File: config.mk
export PLATFORM = sky130hd
export DESIGN_NAME = scale_rate_adapter
export DESIGN_NICKNAME = d
export VERILOG_FILES = /design/src/rtl/scale_rate_adapter_pkg.sv /design/src/rtl/scale_sync_fifo.sv /design/src/rtl/scale_rate_adapter.sv
export SDC_FILE = /design/constraint.sdc
export NUM_CORES = 1
export LEC_CHECK = 0
export ABC_CLOCK_PERIOD_IN_PS = 2500
export CAP_MARGIN = 15
export CORE_MARGIN = 1.5
export CORE_UTILIZATION = 52
export DETAILED_ROUTE_END_ITERATION = 8
export HOLD_SLACK_MARGIN = 0.1
export PLACE_DENSITY = 0.84
export SYNTH_ARGS = -nofsm -noshare
export SYNTH_HDL_FRONTEND = slang
export SYNTH_SLANG_ARGS = --single-unit
File: constraint.sdc
create_clock -name pclk -period 2.5 [get_ports pclk]
set_input_delay 0.25 -clock pclk [delete_from_list [all_inputs] [get_ports pclk]]
set_output_delay 0.25 -clock pclk [all_outputs]
set_load 0.01 [all_outputs]
File: src/rtl/scale_rate_adapter_pkg.sv
// Shared ISP definitions: divider range limits and the tag word carried alongside each pixel.
package scale_rate_adapter_pkg;

  localparam int DIV_MIN = 1;
  localparam int DIV_MAX = 8;
  localparam int CNT_W   = $clog2(DIV_MAX);

  typedef struct packed {
    logic sof;
    logic eol;
  } tag_t;

  function automatic bit is_pow2(input int n);
    return (n >= 2) && ((n & (n - 1)) == 0);
  endfunction

endpackage

File: src/rtl/scale_sync_fifo.sv
// Synchronous FIFO with flush, occupancy count and a registered read port (updated only on pop).
// head_peek_o exposes the top bits of the head word so the caller can inspect tags before popping.
module scale_sync_fifo
  import scale_rate_adapter_pkg::*;
#(
  parameter int WIDTH  = 18,
  parameter int DEPTH  = 8,
  parameter int PEEK_W = 2
) (
  input  logic                   clk_i,
  input  logic                   rst_i,
  input  logic                   flush_i,
  input  logic                   push_i,
  input  logic [WIDTH-1:0]       wr_data_i,
  input  logic                   pop_i,
  output logic [PEEK_W-1:0]      head_peek_o,
  output logic [WIDTH-1:0]       rd_data_o,
  output logic [$clog2(DEPTH):0] level_o,
  output logic                   full_o,
  output logic                   empty_o
);

  localparam int AW = $clog2(DEPTH);
  localparam logic [AW:0] FULL_LVL = (AW + 1)'(DEPTH);

  if (!is_pow2(DEPTH)) begin : g_bad_depth
    $error("scale_sync_fifo: DEPTH must be a power of 2 and >= 2");
  end

  logic [WIDTH-1:0] mem_q [DEPTH];
  logic [WIDTH-1:0] rd_data_q;
  logic [AW-1:0]    wr_ptr_q, rd_ptr_q;
  logic [AW:0]      level_q;
  logic             push_ok, pop_ok;
  logic [WIDTH-1:0] head_word;

  assign full_o      = (level_q == FULL_LVL);
  assign empty_o     = (level_q == '0);
  assign push_ok     = push_i & ~full_o & ~flush_i;
  assign pop_ok      = pop_i & ~empty_o & ~flush_i;
  assign head_word   = mem_q[rd_ptr_q];
  assign head_peek_o = head_word[WIDTH-1 -: PEEK_W];
  assign rd_data_o   = rd_data_q;
  assign level_o     = level_q;

  always_ff @(posedge clk_i) begin
    if (push_ok) mem_q[wr_ptr_q] <= wr_data_i;
  end

  // Pointers wrap naturally because DEPTH is a power of 2.
  always_ff @(posedge clk_i or posedge rst_i) begin
    if (rst_i) begin
      wr_ptr_q  <= '0;
      rd_ptr_q  <= '0;
      level_q   <= '0;
      rd_data_q <= '0;
    end else if (flush_i) begin
      wr_ptr_q <= '0;
      rd_ptr_q <= '0;
      level_q  <= '0;
    end else begin
      if (push_ok) wr_ptr_q <= wr_ptr_q + 1'b1;
      if (pop_ok) begin
        rd_ptr_q  <= rd_ptr_q + 1'b1;
        rd_data_q <= head_word;
      end
      if (push_ok && !pop_ok)      level_q <= level_q + 1'b1;
      else if (pop_ok && !push_ok) level_q <= level_q - 1'b1;
    end
  end

endmodule

File: src/rtl/scale_rate_adapter.sv
// Pixel pacer: buffers the input stream and re-issues one pixel per CLK_DIVIDER pclk cycles with a
// matching scale_ce strobe. in_ready falls only when the FIFO is full; nothing is dropped except on flush/rst.
module scale_rate_adapter
  import scale_rate_adapter_pkg::*;
#(
  parameter int DATA_WIDTH  = 16,
  parameter int CLK_DIVIDER = 1,
  parameter int FIFO_DEPTH  = 8
) (
  input  logic                        pclk,
  input  logic                        rst,
  input  logic                        en,
  input  logic                        flush,
  input  logic                        in_valid,
  input  logic [DATA_WIDTH-1:0]       in_data,
  input  logic                        in_sof,
  input  logic                        in_eol,
  output logic                        in_ready,
  output logic                        scale_ce,
  output logic                        out_valid,
  output logic [DATA_WIDTH-1:0]       out_data,
  output logic                        out_sof,
  output logic                        out_eol,
  output logic [$clog2(FIFO_DEPTH):0] fifo_level,
  output logic                        underrun
);

  if (CLK_DIVIDER < DIV_MIN || CLK_DIVIDER > DIV_MAX) begin : g_bad_div
    $error("scale_rate_adapter: CLK_DIVIDER out of range");
  end

  localparam int W = DATA_WIDTH + 2;
  localparam logic [CNT_W-1:0] CNT_LAST = CNT_W'(CLK_DIVIDER - 1);

  logic [CNT_W-1:0] cnt_q, cnt_d;
  logic             tick, push, pop;
  logic             scale_ce_q, out_valid_q, frame_active_q, underrun_q;
  logic             fifo_full, fifo_empty;
  tag_t             in_tag, head_tag, rd_tag;
  logic [1:0]       head_peek;
  logic [W-1:0]     wr_word, rd_word;

  assign tick     = en & (cnt_q == CNT_LAST);
  assign in_ready = ~fifo_full;
  assign push     = in_valid & in_ready & ~flush;
  assign pop      = tick & ~fifo_empty & ~flush;

  assign in_tag   = '{sof: in_sof, eol: in_eol};
  assign wr_word  = {in_tag, in_data};
  assign head_tag = tag_t'(head_peek);
  assign rd_tag   = tag_t'(rd_word[DATA_WIDTH +: 2]);

  always_comb begin
    cnt_d = cnt_q + 1'b1;
    if (flush || !en || tick) cnt_d = '0;
  end

  scale_sync_fifo #(
    .WIDTH  (W),
    .DEPTH  (FIFO_DEPTH),
    .PEEK_W (2)
  ) u_fifo (
    .clk_i       (pclk),
    .rst_i       (rst),
    .flush_i     (flush),
    .push_i      (push),
    .wr_data_i   (wr_word),
    .pop_i       (pop),
    .head_peek_o (head_peek),
    .rd_data_o   (rd_word),
    .level_o     (fifo_level),
    .full_o      (fifo_full),
    .empty_o     (fifo_empty)
  );

  always_ff @(posedge pclk or posedge rst) begin
    if (rst) begin
      cnt_q          <= '0;
      scale_ce_q     <= 1'b0;
      out_valid_q    <= 1'b0;
      frame_active_q <= 1'b0;
      underrun_q     <= 1'b0;
    end else begin
      cnt_q <= cnt_d;
      if (flush) begin
        scale_ce_q     <= 1'b0;
        out_valid_q    <= 1'b0;
        frame_active_q <= 1'b0;
      end else begin
        scale_ce_q  <= tick;
        out_valid_q <= pop;
        if (tick && fifo_empty && frame_active_q) underrun_q <= 1'b1;
        // A newly accepted sof outranks an eol leaving in the same cycle: it opens the next frame.
        if (push && in_sof)             frame_active_q <= 1'b1;
        else if (pop && head_tag.eol)   frame_active_q <= 1'b0;
      end
    end
  end

  assign scale_ce  = scale_ce_q;
  assign out_valid = out_valid_q;
  assign out_data  = rd_word[DATA_WIDTH-1:0];
  assign out_sof   = rd_tag.sof;
  assign out_eol   = rd_tag.eol;
  assign underrun  = underrun_q;

endmodule

# Yosys cells after proc, flatten, opt, wreduce, memory -nomap -nowiden
# Memories as Yosys holds them, arrays and structs flattened.
# Index checks and enable logic that the tools add are counted.
# word_totals
ff_bits	35
latchBits	0
ram_bits	144
romBits	0
input_bits	23
elab_cells	62
mem_count	1
# memory_table
name	words	width	rd	rd_clocked_by_memory_dff	wr	line_no	rtl
u_fifo.mem_q	8	18	1	0	1	scale_sync_fifo.sv:30	logic [WIDTH-1:0] mem_q [DEPTH];
# op_classes
n_addsub	5
n_mul	0
div_mod_pow	0
order_cmp	0
n_eq_ne	1
shifts	0
mux	15
n_bitwise	12
n_reduce_logical	19
# op_table
cell	n
$mux 3	5
$mux 4	3
$add 3x1->3 const B	3
$and 1x1->1	9
$mux 1	7
$logic_and 1x1->1	6
$reduce_bool 3->1	2
$add 4x1->4 const B	1
$eq 4x4->1 const B	1
$logic_not 4->1	1
$reduce_and 2->1	2
$reduce_bool 2->1	2
$sub 4x1->4 const B	1
$logic_not 1->1	3
$logic_not 3->1	1
$not 1->1	3
$logic_or 1x1->1	2

# Logic depth before layout (Yosys ltp)
# Gate-level depths: netlist (run 1).
# depth
ltp_word	11
mapped_depth	14
ltp_nobuf	12

# By module
# From an unflattened synthesis (run 1), not the netlist that was laid out.
# unflattened
hier_cells	382
hier_area_um2	7105.6
# by_module_without_submodules
mod	n_inst	cells_per_inst	area_each_um2	seq_area_each_um2
scale_sync_fifo	1	353	6770.2	5024.8
scale_rate_adapter	1	29	335.3	175.2

# Worst setup path after synthesis (run 1)
# OpenSTA, ideal clock, no wires.
# synth_timing
path_type	register to register
startpoint	register u_fifo.level_q[0], in the netlist u_fifo.level_o[0]
endpoint	register u_fifo.level_q[3], in the netlist u_fifo.level_o[3]
setup_ps	126
arrival_ps	2612
t_required_ps	2374
slack_ps	-238
path_stages_with_launch	11
synth_period_minus_slack_ps	2738
cell_sequence	dfrtp_1 -> or4_1 -> nand2_1 -> buf_2 -> buf_2 -> nand2_1 -> ha_1 -> a21oi_1 -> nand2_1 -> nor3b_1 -> a311o_1
# synth_between
elab_chain_cells	10
word_cells_on_any_way	22
classes_between	add/sub (2); eq/ne (1); mux (3); bitwise (10); reduce/logical (6)
# synth_lines
item	line_no	rtl
start: declaration	scale_sync_fifo.sv:33	logic [AW:0] level_q;
start signal: assignment	scale_sync_fifo.sv:67	if (push_ok && !pop_ok) level_q <= level_q + 1'b1;
start signal: assignment	scale_sync_fifo.sv:68	else if (pop_ok && !push_ok) level_q <= level_q - 1'b1;
$logic_not 4->1	scale_sync_fifo.sv:38	assign empty_o = (level_q == '0);
$not 1->1	scale_sync_fifo.sv:40, scale_rate_adapter.sv:46	
$and 1x1->1 (2 in series)	scale_rate_adapter.sv:46	assign pop = tick & ~fifo_empty & ~flush;
$and 1x1->1 (2 in series)	scale_sync_fifo.sv:40	assign pop_ok = pop_i & ~empty_o & ~flush_i;
$logic_not 1->1	scale_sync_fifo.sv:67	
$logic_and 1x1->1	scale_sync_fifo.sv:67	
$mux 4	scale_sync_fifo.sv:67	
$mux 4	scale_sync_fifo.sv:57	end else if (flush_i) begin
# Several ways; a longest one is shown, not always the timed one. The select of a mux whose other input is x is not followed.
# A chain may end at the register's enable or synchronous reset.

# Worst setup path after layout (run 1)
# Ends and elaborated chain as after synthesis.

==> summary.md, run 1 <==
| Metric | Value |
|---|---|
| Antenna diodes | 0 |
| Buffers on Ports | 48 |
| WL/cell | 21.9 um |
| # DRC | 0 |
| DP Worst Slack | 67.7 ps |
| Area of the core | 0.0132 mm2 |
| Sequential cell area fraction in the yosys report | 74.3% |
| Die width | 119 um |
| Minimum clock period | 2380 ps |
| Final WL | 14.1 mm |
| Number of synthesized flops with an enable pin | 144 |
| Reg2reg end | u_fifo.level_o[3] |
| Finished Cell Area | 0.00849 mm2 |
| Beginning of the critical path | u_fifo.level_o[0] |
| Fin crit share | 95.2% |
| Crit path DAT | 2690 ps |
| Critical path's largest stage delay | 590 ps |
| Number of vias in the routed layout | 3661 |
| Final Hold Violating Endpoints | 0 |
| First-pass GRT wire length | 21.7 mm |
| Nets | 483 |
| HP Class | input pin to asynchronous set/reset pin |
| Switching pwr | 2.10 mW |
| Final setup vio count | 0 |
| Final std cells w/o fill | 642 |
| Post-DP HPWL | 8.28 mm |
| Setup crit end kind | flip-flop |
| Seq cells post-synth | 179 |
| Final WS setup | 119 ps |
| Top Ports | 49 |
| Worst path required time | 2810 ps |
| Run status | completed |
| Worst Setup EP | u_fifo.level_o[3] |
| VDD IR max | 0.413 mV |
| Sequential power share | 45.2% |
| Area growth syn-to-layout | 21.3% |
| Synthesized area | 0.00700 mm2 |
| Worst Tran Pin Value | 662 ps |
| Die H | 119 um |
| Post-DP Area | 0.00787 mm2 |
| Cell at the root of the clock tree | clkbuf_16 |
| Post-synth net total | 403 |
| Clock power frac | 33.3% |
| Crit path cell chain | or4_1, nand2_1, nand2_1, ha_1, a21oi_2, buf_4, nand3_1, mux2i_1, a311o_1 |
| Synth unique cells | 31 |
| Vias in the first global route | 3877 |
| Antenna-violating nets left | 0 |
| Most frequent cells in the layout | edfxtp_1 (144), clkdlybuf4s50_1 (48), mux4_2 (36) |
| Lkg Pwr | 2.92 nW |
| GRT Total Usage | 21.6% |
| Syn_area_per_cell | 18.8 um2 |
| Filler cell count | 873 |
| Reg-to-Reg Start | u_fifo.level_o[0] |
| Max-Cap Viols | 0 |
| Num CTS Buffers | 17 |
| Sw Ratio | 25.9% |
| Post-CTS Resized | 0 |
| Top delay family on crit path | simple AND/OR/NAND/NOR gates |
| Via density | 5.70 |
| Worst Reg-to-Reg Cells | 9 |
| Largest net degree at the start of global routing | 39 |
| R2r setup slk | 120 ps |
| Initial antenna violation count | 0 |
| RSZ-0062 raised after global routing | no |
| Bufs on Longest Clock Path | 2 |
| Most used cell, CP | nand2_1 |
| CP max-delay cell | or4_1 |
| Post-synth ARST share | 19.6% |
| Primary FF master, synth | edfxtp_1 |
| Row count | 42 |
| Syn Inst Count | 373 |
| Hold_buf cts | 0 |
| # clock sinks | 179 |
| H-tree Lvls | 4 |
| Total grt overflow | 0 |
| CP max FO | 3 |
| Setup Skew | 6.83 ps |
| Max-slew violations | 0 |
| Buf/Inv on CP | 1 |
| DP Cell Count | 609 |
| Placer Congestion | 0.777 |
| Internal Power | 6.01 mW |
| Critical path type | flip-flop to flip-flop |
| Die Footprint | 0.0142 mm2 |
| CP startpoint kind | flip-flop |
| Relative slew slack | 55.5% |
| Most common cell after layout, fill and taps aside | edfxtp_1 |
| TritonCTS clock tree | yes |
| DRT iter0 DRCs | 313 |
| Crit path depth | 9 |
| PwrDens | 955 mW/mm2 |
| Achievable clock frequency | 420 MHz |
| Initial Util | 53.1% |
| Worst-path clk slew | 70 ps |
| Combinational share of power | 21.6% |
| Final Total Pwr | 8.10 mW |
| Share of post-route cells with drive strength above 1 | 23.2% |
| TritonRoute pass-1 iters | 4 |
| Synthesis Warnings | 0 |
| Clk_lat worst skew | 430 ps |
[through the flow]
stage	hold WS, ps	utilization, %	TNS, ps
2_1_floorplan	349	-	-131
3_3_place_gp	450	59.7	0
3_5_place_dp	463	59.7	0
4_1_cts	259	64.3	0
5_1_grt	290	64.4	0
6_report	247	64.4	0
[state kept, by name, indices dropped and copies added, names as in the netlist, 3 cells and up]
name              flops
u_fifo.mem_q        144
u_fifo.rd_ptr_q       3
u_fifo.level_o        4
u_fifo.rd_data_o     18
cnt_q                 3
u_fifo.wr_ptr_q       3
[Yosys cell counts, types with 3 or more instances]
master    instances  share of area [%]
nand2_1          26                1.4
o21ai_0          23                1.6
nor3b_1           4               0.43
nand3_1           6               0.43
clkbuf_1          8               0.43
dfrtp_1          35                 13
xor2_1            4               0.50
nor2_1           14               0.75
mux2i_1          20                2.9
edfxtp_1        144                 62
buf_2             8               0.57
ha_1              6                1.1
nor3_1            5               0.36
mux4_2           36                 12
a21oi_1           3               0.21
inv_1            10               0.54
nand2b_1          7               0.63
[what timing repair did]
item,4_1_cts,5_1_grt
hold endpoints to repair,0,0
setup buffers,0,1
endpoints found under the setup margin,0,1
[routing by layer]
metal  up-vias  wire length, um  GRT usage [%]  share of wire [%]
li1       1626                -              -                  -
met1      1900             5420           25.9                 39
met4         0              378           10.6                2.7
met2       112             7540           37.2                 54
met5         -                0              0                  0
met3        23              717           4.74                5.1
[how the worst min path moves through the flow]
stage | cells after the start | from | end | slack, ps
2_1_floorplan | 0 | in_data[0] | u_fifo.mem_q[0][0] | 350
3_3_place_gp | 1 | cnt_q[0] | cnt_q[0] | 450
3_5_place_dp | 1 | cnt_q[0] | cnt_q[0] | 460
4_1_cts | 3 | rst | u_fifo.rd_data_o[13] | 260
5_1_grt | 3 | rst | cnt_q[0] | 290
6_report | 3 | rst | u_fifo.rd_data_o[15] | 250
[tightest hold or removal path, delay by kind of cell]
kind / cells / cell delay (ps)
buffers and inverters: 3 / 870
[layout make-up]
cell class	instances	area, um2	area share, %
well taps	176	220	2.59
clock inverters	14	181	2.14
repair buffers	77	711	8.37
clock buffers	18	429	5.06
flip-flops and latches	179	5200	61.3
inverters	11	41.3	0.486
multi-input cells	167	1700	20.0
[power groups by stage]
stage	registers, mW	clock network (mW)	logic [mW]
final	3.66	2.69	1.75
after global routing	3.69	2.85	1.90
after CTS	3.66	2.74	1.76
after detailed placement	3.71	0	1.74
after global placement	3.70	0	1.67
after floorplan	3.76	0	0.959
[logic make-up (layout without fill, tap and decap cells)]
| kind of cell | count (synthesis) | count (layout) | share of synthesized area (%) |
|---|---|---|---|
| fa+ha+maj | 7 | 7 | 1.36 |
| compound gates | 31 | 31 | 2.72 |
| xor+xnor | 4 | 4 | 0.500 |
| flops | 179 | 179 | 74.3 |
| simple gates | 68 | 68 | 4.93 |
| mux | 57 | 57 | 14.6 |
| buf+inv | 27 | 120 | 1.59 |
(Power assumes the default switching activity.)
==> inputs of run 2 (changes only) <==
--- a/config.mk
+++ b/config.mk
@@ -7,6 +7,7 @@
 export LEC_CHECK = 0
 export ABC_CLOCK_PERIOD_IN_PS = 2500
 export CAP_MARGIN = 15
+export CORE_ASPECT_RATIO = 0.6
 export CORE_MARGIN = 1.5
 export CORE_UTILIZATION = 52
 export DETAILED_ROUTE_END_ITERATION = 8
==> summary.md, run 2 (synthesis gave the netlist of run 1 again) <==
| Metric | Value |
|---|---|
| Run status | completed |
| Row count | 32 |
| Clk_lat worst skew | 420 ps |
| R2r setup slk | 120 ps |
| Worst path required time | 2800 ps |
| Initial antenna violation count | 0 |
| PwrDens | 935 mW/mm2 |
| VDD IR max | 0.530 mV |
| Fin crit share | 95.0% |
| Critical path type | flip-flop to flip-flop |
| Final WL | 13.5 mm |
| Crit path DAT | 2670 ps |
| Most common cell after layout, fill and taps aside | edfxtp_1 |
| Die width | 153 um |
| # DRC | 0 |
| Max-slew violations | 0 |
| DP Cell Count | 608 |
| First-pass GRT wire length | 21.4 mm |
| Worst-path clk slew | 70 ps |
| Achievable clock frequency | 421 MHz |
| Worst Tran Pin Value | 745 ps |
| Top Ports | 49 |
| Max reg flops | 144 |
| HP Class | input pin to asynchronous set/reset pin |
| Area growth syn-to-layout | 22.0% |
| Minimum clock period | 2380 ps |
| Finished Cell Area | 0.00854 mm2 |
| Antenna-violating nets left | 0 |
| Cell at the root of the clock tree | clkbuf_16 |
| Vias in the first global route | 3822 |
| Most used cell, CP | nand2_1 |
| Max-Cap Viols | 0 |
| Critical path's largest stage delay | 560 ps |
| GRT Total Usage | 20.7% |
| Post-DP Area | 0.00796 mm2 |
| Most frequent cells in the layout | edfxtp_1 (144), clkdlybuf4s50_1 (48), mux4_2 (36) |
| Share of post-route cells with drive strength above 1 | 24.3% |
| Lkg Pwr | 2.94 nW |
| Die H | 92.9 um |
| WL/cell | 21.2 um |
| Post-CTS Setup Bufs | 0 |
| Reg-to-Reg Start | u_fifo.level_o[0] |
| Worst Reg-to-Reg Cells | 8 |
| Buffers on Ports | 48 |
| CP startpoint kind | flip-flop |
| Final std cells w/o fill | 640 |
| Reg2reg end | u_fifo.level_o[3] |
| Post-DP HPWL | 8.52 mm |
| Placer Congestion | 0.769 |
| Crit path cell chain | or4_4, nand2_1, nand2_1, ha_1, a21oi_2, nand2_1, nor3b_1, a311o_1 |
| Setup Skew | 12.8 ps |
| DRT iter0 DRCs | 237 |
| TritonRoute pass-1 iters | 5 |
| Antenna diodes | 0 |
| RSZ-0062 raised after global routing | no |
| Die Footprint | 0.0142 mm2 |
| Total grt overflow | 0 |
| Relative slew slack | 50.3% |
| H-tree Lvls | 4 |
| Via density | 5.68 |
| Area of the core | 0.0130 mm2 |
| Filler cell count | 901 |
| # clock sinks | 179 |
| Final Hold Violating Endpoints | 0 |
| Num CTS Buffers | 17 |
| CP max FO | 3 |
| Initial Util | 54.0% |
| Bufs on Longest Clock Path | 2 |
| CP max-delay cell | or4_4 |
| TritonCTS clock tree | yes |
| Number of vias in the routed layout | 3636 |
| Largest net degree at the start of global routing | 39 |
| Final setup vio count | 0 |
| Largest register by flop count | u_fifo.mem_q |
| Setup crit end kind | flip-flop |
| Nets | 487 |
==> run 2: changes by cell type in the layout (fill, tap and decap cells not counted), moves of 2 or more <==
cell        previous run  this run
buf_12                 1         6
bufinv_16              3         1
clkinv_4               4         2
clkinvlp_4             1         3
inv_6                  2         5
inv_8                  0         2
==> run 2: worst max-delay path: cells and delay by family (launching register included) <==
family                   cells  cell delay (ps)
adder cells (fa/ha/maj)      1              350
AO/OA/AOI/OAI                2              480
AND/OR/NAND/NOR              5             1010
flip-flops                   1              410
==> run 2: area by class of cell <==
class / instances / area (um2) / area share, %
Tap cell: 170 / 213 / 2.49
Timing Repair Buffer: 81 / 803 / 9.41
Clock buffer: 17 / 425 / 4.98
Inverter: 11 / 41.3 / 0.484
Multi-Input combinational cell: 167 / 1710 / 20.0
Sequential cell: 179 / 5200 / 60.9
Clock inverter: 15 / 146 / 1.71
==> run 2: repair_timing <==
action,CTS,global route
setup endpoints to repair,0,1
hold buffers,0,0
gates resized for setup,0,1
==> run 2: routing by layer <==
layer  up-vias  track usage (%)  part of all wire, %
met4         0             5.93                 0.59
met2       144             33.6                   49
li1       1627                -                    -
met3         9             4.91                  9.2
met5         -                0                    0
met1      1856             28.5                   41
==> run 2: how the worst max path moves through the flow <==
stage	start	end	slack, ps	depth (start not counted)
CTS	u_fifo.level_o[0]	u_fifo.level_o[3]	90	8
global placement	flush	u_fifo.level_o[3]	200	10
floorplan	u_fifo.level_o[0]	u_fifo.level_o[3]	-130	10
finish	u_fifo.level_o[0]	u_fifo.level_o[3]	120	8
detailed placement	u_fifo.level_o[0]	u_fifo.level_o[3]	100	8
global route	u_fifo.level_o[0]	u_fifo.level_o[3]	40	8
==> run 2: report_power, final <==
group	total [mW]	leakage, nW	internal [mW]	switching [mW]
clock	2.56	0.275	1.40	1.16
sequential	3.63	1.75	3.48	0.149
combinational	1.79	0.916	0.958	0.835
total	7.98	2.94	5.84	2.14
==> run 2: per-stage QoR <==
stage                     power [mW]  setup TNS [ps]  util [%]  hold slack, ps  worst slack, ps
final                           7.98               0      65.8             256              124
after global routing            8.32               0      65.8             324             44.0
after CTS                       8.05               0      65.8             278             89.0
after detailed placement        5.49               0      61.4             470             96.9
after global placement          5.42               0      61.4             448              196
after floorplan                 4.72            -131         -             349             -131
